**src/rtl/instruction_fetch_unit.sv**
```systemverilog
// Fetch stage: issues in-order word reads to instruction memory and buffers the
// returned words with their PCs for decode. A redirect flushes buffered/in-flight work.
module instruction_fetch_unit #(
    parameter logic [31:0] RESET_PC   = 32'h0000_0000,
    parameter int          FIFO_DEPTH = 2
) (
    input  logic        clk,
    input  logic        reset_n,
    output logic        imem_req_valid,
    input  logic        imem_req_ready,
    output logic [31:0] imem_req_addr,
    input  logic        imem_rsp_valid,
    input  logic [31:0] imem_rsp_data,
    input  logic        redirect_valid,
    input  logic [31:0] redirect_pc,
    output logic        instr_valid,
    input  logic        instr_ready,
    output logic [31:0] instr,
    output logic [31:0] instr_pc
);
    localparam int CW  = $clog2(FIFO_DEPTH + 1);
    localparam int CW1 = CW + 1;
    localparam int AW  = $clog2(FIFO_DEPTH);
    localparam logic [CW:0] DEPTH_W = CW1'(FIFO_DEPTH);

    typedef logic [CW-1:0] cnt_t;
    typedef logic [AW-1:0] ptr_t;

    logic [31:0] fetch_pc_q, fetch_pc_d, rsp_pc_q, rsp_pc_d;
    cnt_t        outst_q, outst_d, drop_q, drop_d, cnt_q, cnt_d;
    ptr_t        wr_q, wr_d, rd_q, rd_d;
    logic        valid_q, valid_d;
    logic [31:0] word_q [FIFO_DEPTH];
    logic [31:0] pc_q   [FIFO_DEPTH];

    logic        pop, req_v, fire, keep;
    logic [CW:0] used;

    always_comb begin
        pop   = valid_q && instr_ready;
        used  = {1'b0, cnt_q} + {1'b0, outst_q};
        // Credits: buffered plus in-flight words may never exceed the FIFO,
        // counting the slot freed by a pop this cycle.
        req_v = reset_n && !redirect_valid && (used < DEPTH_W + CW1'(pop));
        fire  = req_v && imem_req_ready;
        keep  = imem_rsp_valid && !redirect_valid && (drop_q == '0);

        outst_d    = outst_q + cnt_t'(fire) - cnt_t'(imem_rsp_valid);
        fetch_pc_d = fire ? fetch_pc_q + 32'd4 : fetch_pc_q;
        rsp_pc_d   = keep ? rsp_pc_q + 32'd4 : rsp_pc_q;
        cnt_d      = cnt_q + cnt_t'(keep) - cnt_t'(pop);
        wr_d       = wr_q + ptr_t'(keep);
        rd_d       = rd_q + ptr_t'(pop);
        drop_d     = (imem_rsp_valid && drop_q != '0) ? drop_q - cnt_t'(1) : drop_q;

        if (redirect_valid) begin
            fetch_pc_d = {redirect_pc[31:2], 2'b00};
            rsp_pc_d   = {redirect_pc[31:2], 2'b00};
            cnt_d      = '0;
            rd_d       = wr_q;
            // Everything still in flight after this cycle belongs to the old path.
            drop_d     = outst_q - cnt_t'(imem_rsp_valid);
        end
        valid_d = (cnt_d != '0);
    end

    always_ff @(posedge clk or negedge reset_n) begin
        if (!reset_n) begin
            fetch_pc_q <= RESET_PC;
            rsp_pc_q   <= RESET_PC;
            outst_q    <= '0;
            drop_q     <= '0;
            cnt_q      <= '0;
            wr_q       <= '0;
            rd_q       <= '0;
            valid_q    <= 1'b0;
            for (int i = 0; i < FIFO_DEPTH; i++) begin
                word_q[i] <= '0;
                pc_q[i]   <= '0;
            end
        end else begin
            fetch_pc_q <= fetch_pc_d;
            rsp_pc_q   <= rsp_pc_d;
            outst_q    <= outst_d;
            drop_q     <= drop_d;
            cnt_q      <= cnt_d;
            wr_q       <= wr_d;
            rd_q       <= rd_d;
            valid_q    <= valid_d;
            if (keep) begin
                word_q[wr_q] <= imem_rsp_data;
                pc_q[wr_q]   <= rsp_pc_q;
            end
        end
    end

    assign imem_req_valid = req_v;
    assign imem_req_addr  = fetch_pc_q;
    assign instr_valid    = valid_q;
    assign instr          = word_q[rd_q];
    assign instr_pc       = pc_q[rd_q];
endmodule

```
**config.mk**
```make
export PLATFORM = sky130hd
export DESIGN_NAME = instruction_fetch_unit
export DESIGN_NICKNAME = d
export VERILOG_FILES = /design/src/rtl/instruction_fetch_unit.sv
export SDC_FILE = /design/constraint.sdc
export NUM_CORES = 1
export LEC_CHECK = 0
export CAP_MARGIN = 20
export CORE_MARGIN = 3
export CORE_UTILIZATION = 43
export CTS_BUF_LIST = sky130_fd_sc_hd__clkbuf_16
export DETAILED_ROUTE_END_ITERATION = 10
export DONT_BUFFER_PORTS = 1
export PLACE_DENSITY = 0.72
export SLEW_MARGIN = 40
export SYNTH_ARGS = -nofsm -noshare
export SYNTH_HDL_FRONTEND = slang
export SYNTH_SLANG_ARGS = --single-unit
```
**constraint.sdc**
```tcl
create_clock -name clk -period 2.6 [get_ports clk]
set_input_delay 0.65 -clock clk [delete_from_list [all_inputs] [get_ports clk]]
set_output_delay 0.65 -clock clk [all_outputs]
set_load 0.1 [all_outputs]
```
# Word-level counts from Yosys, hierarchy flattened

Cells that the tools add are included.

Flip-flop bits (word level): 201
Input bits: 70
Output and inout port bits: 98
Logic and storage cells: 63

$add $sub $neg: 12
Order comparisons: 4
Mux-type cells: 18
Bitwise gates (word level): 2
Reduce and logical (&&, ||, !) cells: 15

Operator list:

| kind                  | number |
|---|---|
| $mux 32               | 11 |
| $bwmux 64             | 2 |
| $add 32x3->32 const B | 2 |
| $demux 32 s1          | 1 |
| $reduce_bool 2->1     | 5 |
| $logic_and 1x1->1     | 8 |
| $mux 2                | 3 |
| $sub 2x1->2           | 3 |
| $add 2x1->2           | 2 |
| $ge 2x2->1 const B    | 2 |
| $not 1->2             | 2 |
| $add 2x1->3 const A   | 1 |
| $add 2x2->3           | 1 |
| $lt 3x3->1            | 1 |
| $add 1x1->1           | 2 |
| $logic_not 2->1       | 1 |
| $lt 2x1->1 const B    | 1 |
| $sub 2x1->2 const B   | 1 |
| $logic_not 1->1       | 1 |
| $mux 1                | 1 |

# Logic depth before layout (Yosys ltp)

Depth in word-level cells: 7
Gate-level depth with buffers: 13
Depth with buffers taken out: 10

# Worst setup path before layout

OpenSTA, ideal clock, no wires.

Path type: register -> output
Start point: register valid_q, in the netlist instr_valid
End point: output port imem_req_valid
Data arrival time: 3583 ps
Data required time: 1950 ps
Slack: -1633 ps
Cell stages (with the launch flop): 5
Buffers on the path: 1
Path through: dfrtp_1 > nand3b_1 > clkbuf_1 > a21bo_2 > nor3_1

Word-level cells in the longest chain between the ends: 4

RTL lines:

| what                     | RTL line | text |
|---|---|---|
| start: declaration       | 32       | `logic valid_q, valid_d;` |
| start signal: assignment | 89       | `valid_q <= valid_d;` |
| $logic_and 1x1->1        | 40       | `pop = valid_q && instr_ready;` |
| $add 2x1->3              | 44       | `req_v = reset_n && !redirect_valid && (used < DEPTH_W + CW1'(pop));` |
| $lt 3x3->1               | 44       |  |
| $logic_and 1x1->1        | 44       |  |
| end: declaration         | 9        | `output logic imem_req_valid,` |

Every way passes these cells.

# Worst setup path after layout

Start point: register cnt_q[0]
End point: output port imem_req_valid

Word-level cells in the longest chain between the ends: 3

RTL lines:

| what                     | RTL line | text |
|---|---|---|
| start: declaration       | 30       | `cnt_t outst_q, outst_d, drop_q, drop_d, cnt_q, cnt_d;` |
| start signal: assignment | 86       | `cnt_q <= cnt_d;` |
| $add 2x2->3              | 41       | `used = {1'b0, cnt_q} + {1'b0, outst_q};` |
| $lt 3x3->1               | 44       |  |
| $logic_and 1x1->1        | 44       |  |

Every way passes these cells.

==> impl_metrics.ini <==
[run_status]
status = complete, but fails checks
violations = hold timing, setup timing

[timing]
grt_setup_unrepaired = yes
finalSetupViolCount = 1
fin_worst_skew_ps = 14.4
hold_viol = 193
max_freq_ghz = 0.366
period_minus_slack_ps = 2730
tightest_slew_ps = 603
slew_violations = 0
fin_ws_ps = -131
holdWs_ps = -87.1
maxSlewHeadroom_pct = 59.5
finalCritPeriodShare_pct = 105

[clocking]
h-tree-depth = 4
clk_latency_ps = 430
cts.sinks = 193
clk_pin_slew_ps = 80
cts_buffers = 17
cts-root-buf = clkbuf_16
cts_tree = built
clockBufferDepth = 2

[layout]
nNetsFinal = 955
drive_above_1_share_pct = 35.1
instances_no_fill = 1166
area_growth_pct = 14.1
antenna_cells = 0
fill_cells = 1983
design_area_um2 = 11100

[drt]
ant_nets = 0
vias = 6891
drt_pass1_iterations = 5
routed_wl_mm = 23.5
drc_errors = 0
avgRoutedWirePerCell_um = 20.2
drt_iter0_markers = 484
viasPerCell = 5.91

[synthesis]
netlist_area_um2 = 9700
synthArstFlopShare_pct = 100
ys_seq_area_share_pct = 49.8
synth-edff-count = 0
synth_cell_types = 59
synthCells = 833
synth-main-ff-cell = dfrtp_1
yosysWarnings = 0
avgSynthCellArea_um2 = 11.6
ys_seq_elements = 193

[grt]
grt_pass1_vias = 6894
grt_usage_pct = 19.2
use_met3_pct = 5.72
use_met2_pct = 30.6
grt_max_degree = 197
antenna_found_initial = 0
overflow = 0
grt_busiest_layer = met2
grt.met1_usage_pct = 25.9
grt_pass1_wl_mm = 37.3

[die]
die_h_um = 156
num_rows = 54
core_um2 = 22000
start_util_pct = 44.1
die_w_um = 156
ios = 168
dieArea_um2 = 24400

[run]
cap_viol_max_count = 0

[placement]
io_buffer_count = 0
place_inst = 1131
postPlaceCellArea_um2 = 10500
gp_congestion = 0.896
place_hpwl_mm = 16.2

[critical_path]
crit_required_ps = 1950
worstSetupEndpointType = output port
cp-start-kind = register
cp.arrival_ps = 2080
worstRegToRegCells = 7
critPathKind = register to output port
crit_fanout = 2

[worst_hold_path]
hold_class = input pin to asynchronous set/reset pin
==> layout make-up <==
cell class | count | area (µm²) | area share, %
clock buffer | 17 | 425 | 3.84
multi-input combinational | 566 | 4590 | 41.5
sequential | 193 | 4830 | 43.6
clock inverter | 15 | 171 | 1.55
tap | 280 | 350 | 3.16
inverter | 23 | 86.3 | 0.780
timing repair buffer | 72 | 616 | 5.56
==> worst paths after layout <==
check                          startpoint           endpoint  slack, ps
max                              cnt_q[0]     imem_req_valid       -130
min                               reset_n          word_q[5]        -90
max reg2reg                      cnt_q[0]  imem_req_addr[14]        150
min reg2reg                      pc_q[57]           pc_q[57]        500
max in group asynchronous         reset_n       rsp_pc_q[26]       2420
min in group clk           redirect_valid           cnt_q[0]        290
==> sequential cells by signal, indices dropped and copies added, names as in the netlist <==
register / cells
word_q: 64
rd_q: 1
rsp_pc_q: 30
outst_q: 2
cnt_q: 2
drop_q: 2
pc_q: 60
imem_req_addr: 30
wr_q: 1
instr_valid: 1
==> critical path: stages (launching register included) <==
cell and delay (ps):
dfrtp_1 390, ha_2 190, fa_2 430, a21bo_4 240
nor3_4 200, buf_12 200
==> cell usage after synthesis, types with 11 or more instances <==
library cell  number  area share (%)
and3_1            12            0.77
xnor2_1           14             1.3
a31oi_1           16             1.0
o21ai_0           15            0.77
dfrtp_1          193              50
nand2_1           41             1.6
mux2_2           191              22
nand4_1           26             1.7
a21oi_1           19            0.98
nor2_1            35             1.4
or4_1             14             1.1
nor3_1            11            0.57
clkbuf_1          34             1.3
nand3_1           34             1.8
ha_1              11             1.4
inv_1             23            0.89
==> cell usage in the layout, fill, tap and decap left out, drive strengths merged, types with 5 or more instances in the layout <==
cell type  instances
dfrtp            193
mux2             191
buf               72
nand2             41
nor2              35
nand3             35
inv               31
nand4             27
a21oi             19
clkbuf            17
a31oi             16
o21ai             15
or4               14
xnor2             14
and3              12
nor3              11
nor4              11
ha                11
o31ai             10
and4               9
o31a               9
a211oi             8
and2               8
xor2               7
o211ai             6
mux2i              6
nand2b             5
==> cells by family (layout without fill, tap and decap cells) <==
kind of cell	count (synthesis)	count (layout)	share of synthesized area, %
other	1	4	0.0386
XOR/XNOR	21	21	1.90
AND/OR/NAND/NOR	226	226	13.0
AO/OA/AOI/OAI	106	106	7.60
adder cells (fa/ha/maj)	12	12	1.62
buffers and inverters	77	127	3.30
multiplexers	197	197	22.8
flip-flops	193	193	49.8
==> through the flow <==
stage,TNS (ps),util (%),setup slack [ps]
after global placement,0,47.5,192
after CTS,-153,50.3,-153
after floorplan,-288,-,-247
final,-131,50.3,-131
after global routing,-211,50.3,-211
after detailed placement,0,47.5,150
==> what timing repair did <==
action                                 in CTS  in global routing
setup endpoints to repair                   1                  2
buffers inserted                            3                  0
gates cloned                                0                  0
pin swaps                                   3                  0
gates resized for setup                     0                  1
endpoints found under the hold margin     193                193
==> layer usage <==
metal | vias to the layer above | part of all wire, %
li1 | 3161 | -
met3 | 25 | 9.1
met4 | 0 | 1.3
met1 | 3434 | 44
met5 | - | 0
met2 | 271 | 46
Power is left out: the tool's default activity adds up to more than one toggle a clock period on the data nets, which glitch-free logic cannot reach.
==> patch 1 (same settings) <==
Change the parameter `FIFO_DEPTH` from 2 to 4.
--- a/src/rtl/instruction_fetch_unit.sv
+++ b/src/rtl/instruction_fetch_unit.sv
@@ -2,7 +2,7 @@
 // returned words with their PCs for decode. A redirect flushes buffered/in-flight work.
 module instruction_fetch_unit #(
     parameter logic [31:0] RESET_PC   = 32'h0000_0000,
-    parameter int          FIFO_DEPTH = 2
+    parameter int          FIFO_DEPTH = 4
 ) (
     input  logic        clk,
     input  logic        reset_n,
Check against the original RTL: not equivalent (Yosys sat finds a counterexample within 4 cycles, from zero or initial values and one cycle with reset_n low).
==> patch 1 against the unedited design <==
  * Design area grew 69%
  * Setup slack lost 550 ps
  * Maximum frequency shrank 17%
  * Global-route usage is essentially flat
  * Final cell count grew 44%
  * Clock skew shrank 2.5 ps
  * Sequential cell count grew 129
  * The flow still finishes with violations (hold timing, setup timing)
  * Synthesized cell count grew 30%
  * Synthesized area grew 55%
  * Count of clock-buffer cells in the layout grew 20
  * Critical endpoint unchanged
  * Routed wire length grew 51%
==> patch 1: results (changes against the unedited design) <==
STA:
- The pin slew with the least headroom to its limit came to 1010 ps (+410 ps).
- The smallest setup slack after layout is -678 ps (-547 ps).
- The final number of setup-violating endpoints was 63 (+62).
- The worst hold-check slack came to -133 ps (-46.2 ps).
- The final-report hold violation count is 177 (-8.3%).
- The worst clock skew is 12.0 ps (-2.46 ps).
- The total negative setup slack was -3040 ps (-2910 ps).

Yosys:
- The share of the synthesized area in compound gates (AO/OA/AOI/OAI) is 0.0415 (-0.0345).
- The xor and xnor area share after synthesis is 0.0227 (+0.00373).
- The share of cell area taken by muxes after synthesis is 0.281 (+0.0533).
- The sequential element share of the synthesized area is 0.535 (+0.0373).
- The number of instances in the synthesized netlist is 1085 (+30%).
- In the post-synthesis netlist, the biggest area contributors are sky130_fd_sc_hd__dfrtp_1, sky130_fd_sc_hd__mux2_2, sky130_fd_sc_hd__mux4_2, sky130_fd_sc_hd__nand2_1, sky130_fd_sc_hd__o21ai_0.

Final layout:
- The largest registers in the layout are word_q (128), pc_q (120).
- The ratio of cells with drive above 1 in the final layout is 0.443 (+0.0924).
- The number of standard cells in the layout, taps in and fillers out is 1679 (+44%).
- The number of nets in the layout is 1294 (+35%).

Place:
- The final weighted congestion of routability-driven global placement is 0.842 (-6.0%).
- The pre-CTS setup slack was -177 ps (-327 ps).
- The instance area at placement is 17200 sq um (+65%).
- The placed wire-length estimate is 22400 um (+38%).
- The post-placement cell count is 1593 (+41%).

Clocking:
- The largest buffer count on any clock path is 3 (+1).
- The number of resized instances in the post-cts repair step is 21 (+21).
- The number of CTS-inserted buffers is 36 (+19).
- The clock insertion delay at the later pin of the skew report was 500 ps (+70 ps).
- The clock-pin slew reported for the worst setup and hold paths after clock tree synthesis is 60 ps (-20 ps).
- The H-tree depth came to 2 (-2).
- The post-CTS setup-driven buffer insertion count is 17 (+14).

Setup path:
- The slack of the worst reg-to-reg path is -280 ps (-430 ps).
- The data arrival time of the critical path came to 2630 ps (+550 ps).
- The logic depth of the worst register-to-register path came to 13 (+6).
- The slowest stage of the critical path is the sky130_fd_sc_hd__fa_1 cell.
- The cell family contributing the most delay on the critical path is simple AND/OR/NAND/NOR gates.
- The worst register-to-register path ends at outst_q[2].

Outcome:
- The flow ran to the end, but the final reports show violations.
- The final reports fail on hold timing, setup timing.

Global routing:
- The global-route wire length before repair is 56700 um (+52%).
- The initial antenna violation count is 1 (+1).
- The maximum number of pins on one net before global-route repair came to 326 (+65%).
- The total track usage is 0.193 (about the same).
- The number of global-route vias before repair is 10400 (+51%).

Route:
- The mean number of vias per cell is 5.72 (-3.2%).
- The average wire per cell in the routed design came to 21.2 um (+4.9%).
- The DRC marker count from the first detailed-route iteration was 410 (-15%).
==> patch 1: cell types whose count changed in the layout (fill, tap and decap cells not counted), sizes merged, moves of 21 or more <==
| cell | change |
|---|---|
| buf | +77 |
| clkbuf | +21 |
| dfrtp | +129 |
| mux2 | +61 |
| mux4 | +62 |
| nand2 | +22 |
| o21ai | +27 |
==> patch 1: layer usage <==
metal	part of all wire	track usage	wire length (um)
met1	0.42	0.260	15100
met2	0.48	0.316	17200
met4	0.022	0.0484	792
met5	0	0	0
met3	0.069	0.0461	2450
==> patch 1: cell type report <==
cell class	count	area (sq um)
diodes	2	5.00
clock buffers	37	926
clock inverters	24	183
fillers	2733	15300
inverters	25	101
multi-input cells	671	6720
flip-flops and latches	322	8070
well taps	448	561
repair buffers	150	2200
==> patch 1: power groups by stage <==
stage               clock, mW  sequential (mW)  combinational (mW)
floorplan                   0             8.02                9.25
global placement            0             7.86                13.8
detailed placement          0             7.99                14.0
CTS                      4.95             7.80                15.0
global route             5.17             8.04                15.3
finish                   4.80             7.81                14.7
==> patch 2 (config.mk and constraints unchanged) <==
Made on the original files. Reset style: synchronous (`reset_n`), changed in one clocked block.
--- a/src/rtl/instruction_fetch_unit.sv
+++ b/src/rtl/instruction_fetch_unit.sv
@@ -64,7 +64,7 @@
         valid_d = (cnt_d != '0);
     end
 
-    always_ff @(posedge clk or negedge reset_n) begin
+    always_ff @(posedge clk) begin
         if (!reset_n) begin
             fetch_pc_q <= RESET_PC;
             rsp_pc_q   <= RESET_PC;
Function: differs if reset_n is asserted again (counterexample within 4 cycles, from zero or initial values and one cycle with reset_n low); with reset_n held inactive, the same outputs for 4 cycles.
==> patch 2 against the unedited design <==
  * First-iteration DRC count shrank 23%
  * Sequential cell count grew 1
  * Highest routed layer unchanged
  * Synthesized area shrank 5.0%
  * Routed wire length shrank 10%
  * Design area shrank 4.9%
  * Setup slack gained 160 ps
  * Synthesized cell count shrank 2.6%
==> patch 2: results (changes against the unedited design) <==
Place:
- The post-placement cell count was 1087 (-3.9%).
- The instance area at placement is 9940 sq um (-4.9%).

Route:
- The detailed-routing wirelength on met1 is 9120 um (-11%).
- The sum of routed wire length over all layers was 21100 um (-10%).
- The mean number of vias per cell came to 5.53 (-6.5%).
- The total met3 wirelength after detailed routing is 2310 um (+8.2%).
- The average wire per cell in the routed design is 18.8 um (-6.5%).
- The sum of met2 wire segment lengths after detailed routing came to 9510 um (-12%).

Global routing:
- The number of global-route vias before repair is 6029 (-13%).
- The met1 routing resource usage after global routing is 0.243 (-0.0161).
- The total track usage is 0.181 (-0.0117).
- The global-route wire length before repair was 33400 um (-10%).
- The initial antenna violation count is 1 (+1).

Yosys:
- The mean post-synth cell area is 11.4 sq um (-2.5%).
- Among all flip-flop cells after synthesis, the most frequent one is sky130_fd_sc_hd__edfxtp_1.
- The share of the synthesized area in compound gates (AO/OA/AOI/OAI) is 0.0801 (+0.00417).
- The sequential element share of the synthesized area is 0.556 (+0.0585).
- The number of enable-type register cells in the synthesized netlist is 124 (+124).
- The share of cell area taken by muxes after synthesis is 0.0815 (-0.146).

Final layout:
- The total of fill cells in the finished design was 1839 (-7.3%).
- The ratio of cells with drive above 1 in the final layout is 0.227 (-0.124).
- The area of all sequential standard cells was 5140 sq um (+6.5%).
- The non-clock inverter instance count of the final layout is 18 (-22%).
- The number of nets in the layout is 917 (-4.0%).
- The number of non-clock buffers came to 57 (-21%).
- The fraction of area in multi-input gates is 0.366 (-0.0485).

Outcome:
- The flow ran to the end, and the final reports show no timing, DRC or antenna violations.

Setup path:
- The worst reg2reg path endpoint is imem_req_addr[22].
- The data arrival time of the critical path is 1920 ps (-160 ps).
- Tracing the worst setup path back leads to its startpoint at cnt_q[0].

STA:
- The pin slew with the least headroom to its limit came to 722 ps (+119 ps).
- The final-report hold violation count is 0 (-100%).
- The worst hold-check slack was 311 ps (+398 ps).
- The smallest setup slack after layout was 32.4 ps (+163 ps).

Clocking:
- The post-CTS setup-driven buffer insertion count is 1 (-2).
-- patch 2: changes by cell type after synthesis, moves of 8 or more --
cell / change
sky130_fd_sc_hd__or4_1: -11
sky130_fd_sc_hd__dfxtp_1: +70
sky130_fd_sc_hd__mux2_2: -127
sky130_fd_sc_hd__dfrtp_1: -193
sky130_fd_sc_hd__and2_1: +120
sky130_fd_sc_hd__o31ai_1: -9
sky130_fd_sc_hd__nor2_1: -9
sky130_fd_sc_hd__o21ai_0: +20
sky130_fd_sc_hd__o31a_1: -8
sky130_fd_sc_hd__edfxtp_1: +124
sky130_fd_sc_hd__a21oi_1: +30
sky130_fd_sc_hd__nand4_1: -12
sky130_fd_sc_hd__xnor2_1: +17
-- patch 2: critical path, cell delays in order (launching register included) --
cell	delay, ps
sky130_fd_sc_hd__dfxtp_2	340
sky130_fd_sc_hd__ha_4	150
sky130_fd_sc_hd__fa_2	470
sky130_fd_sc_hd__a211oi_4	310
sky130_fd_sc_hd__buf_12	210
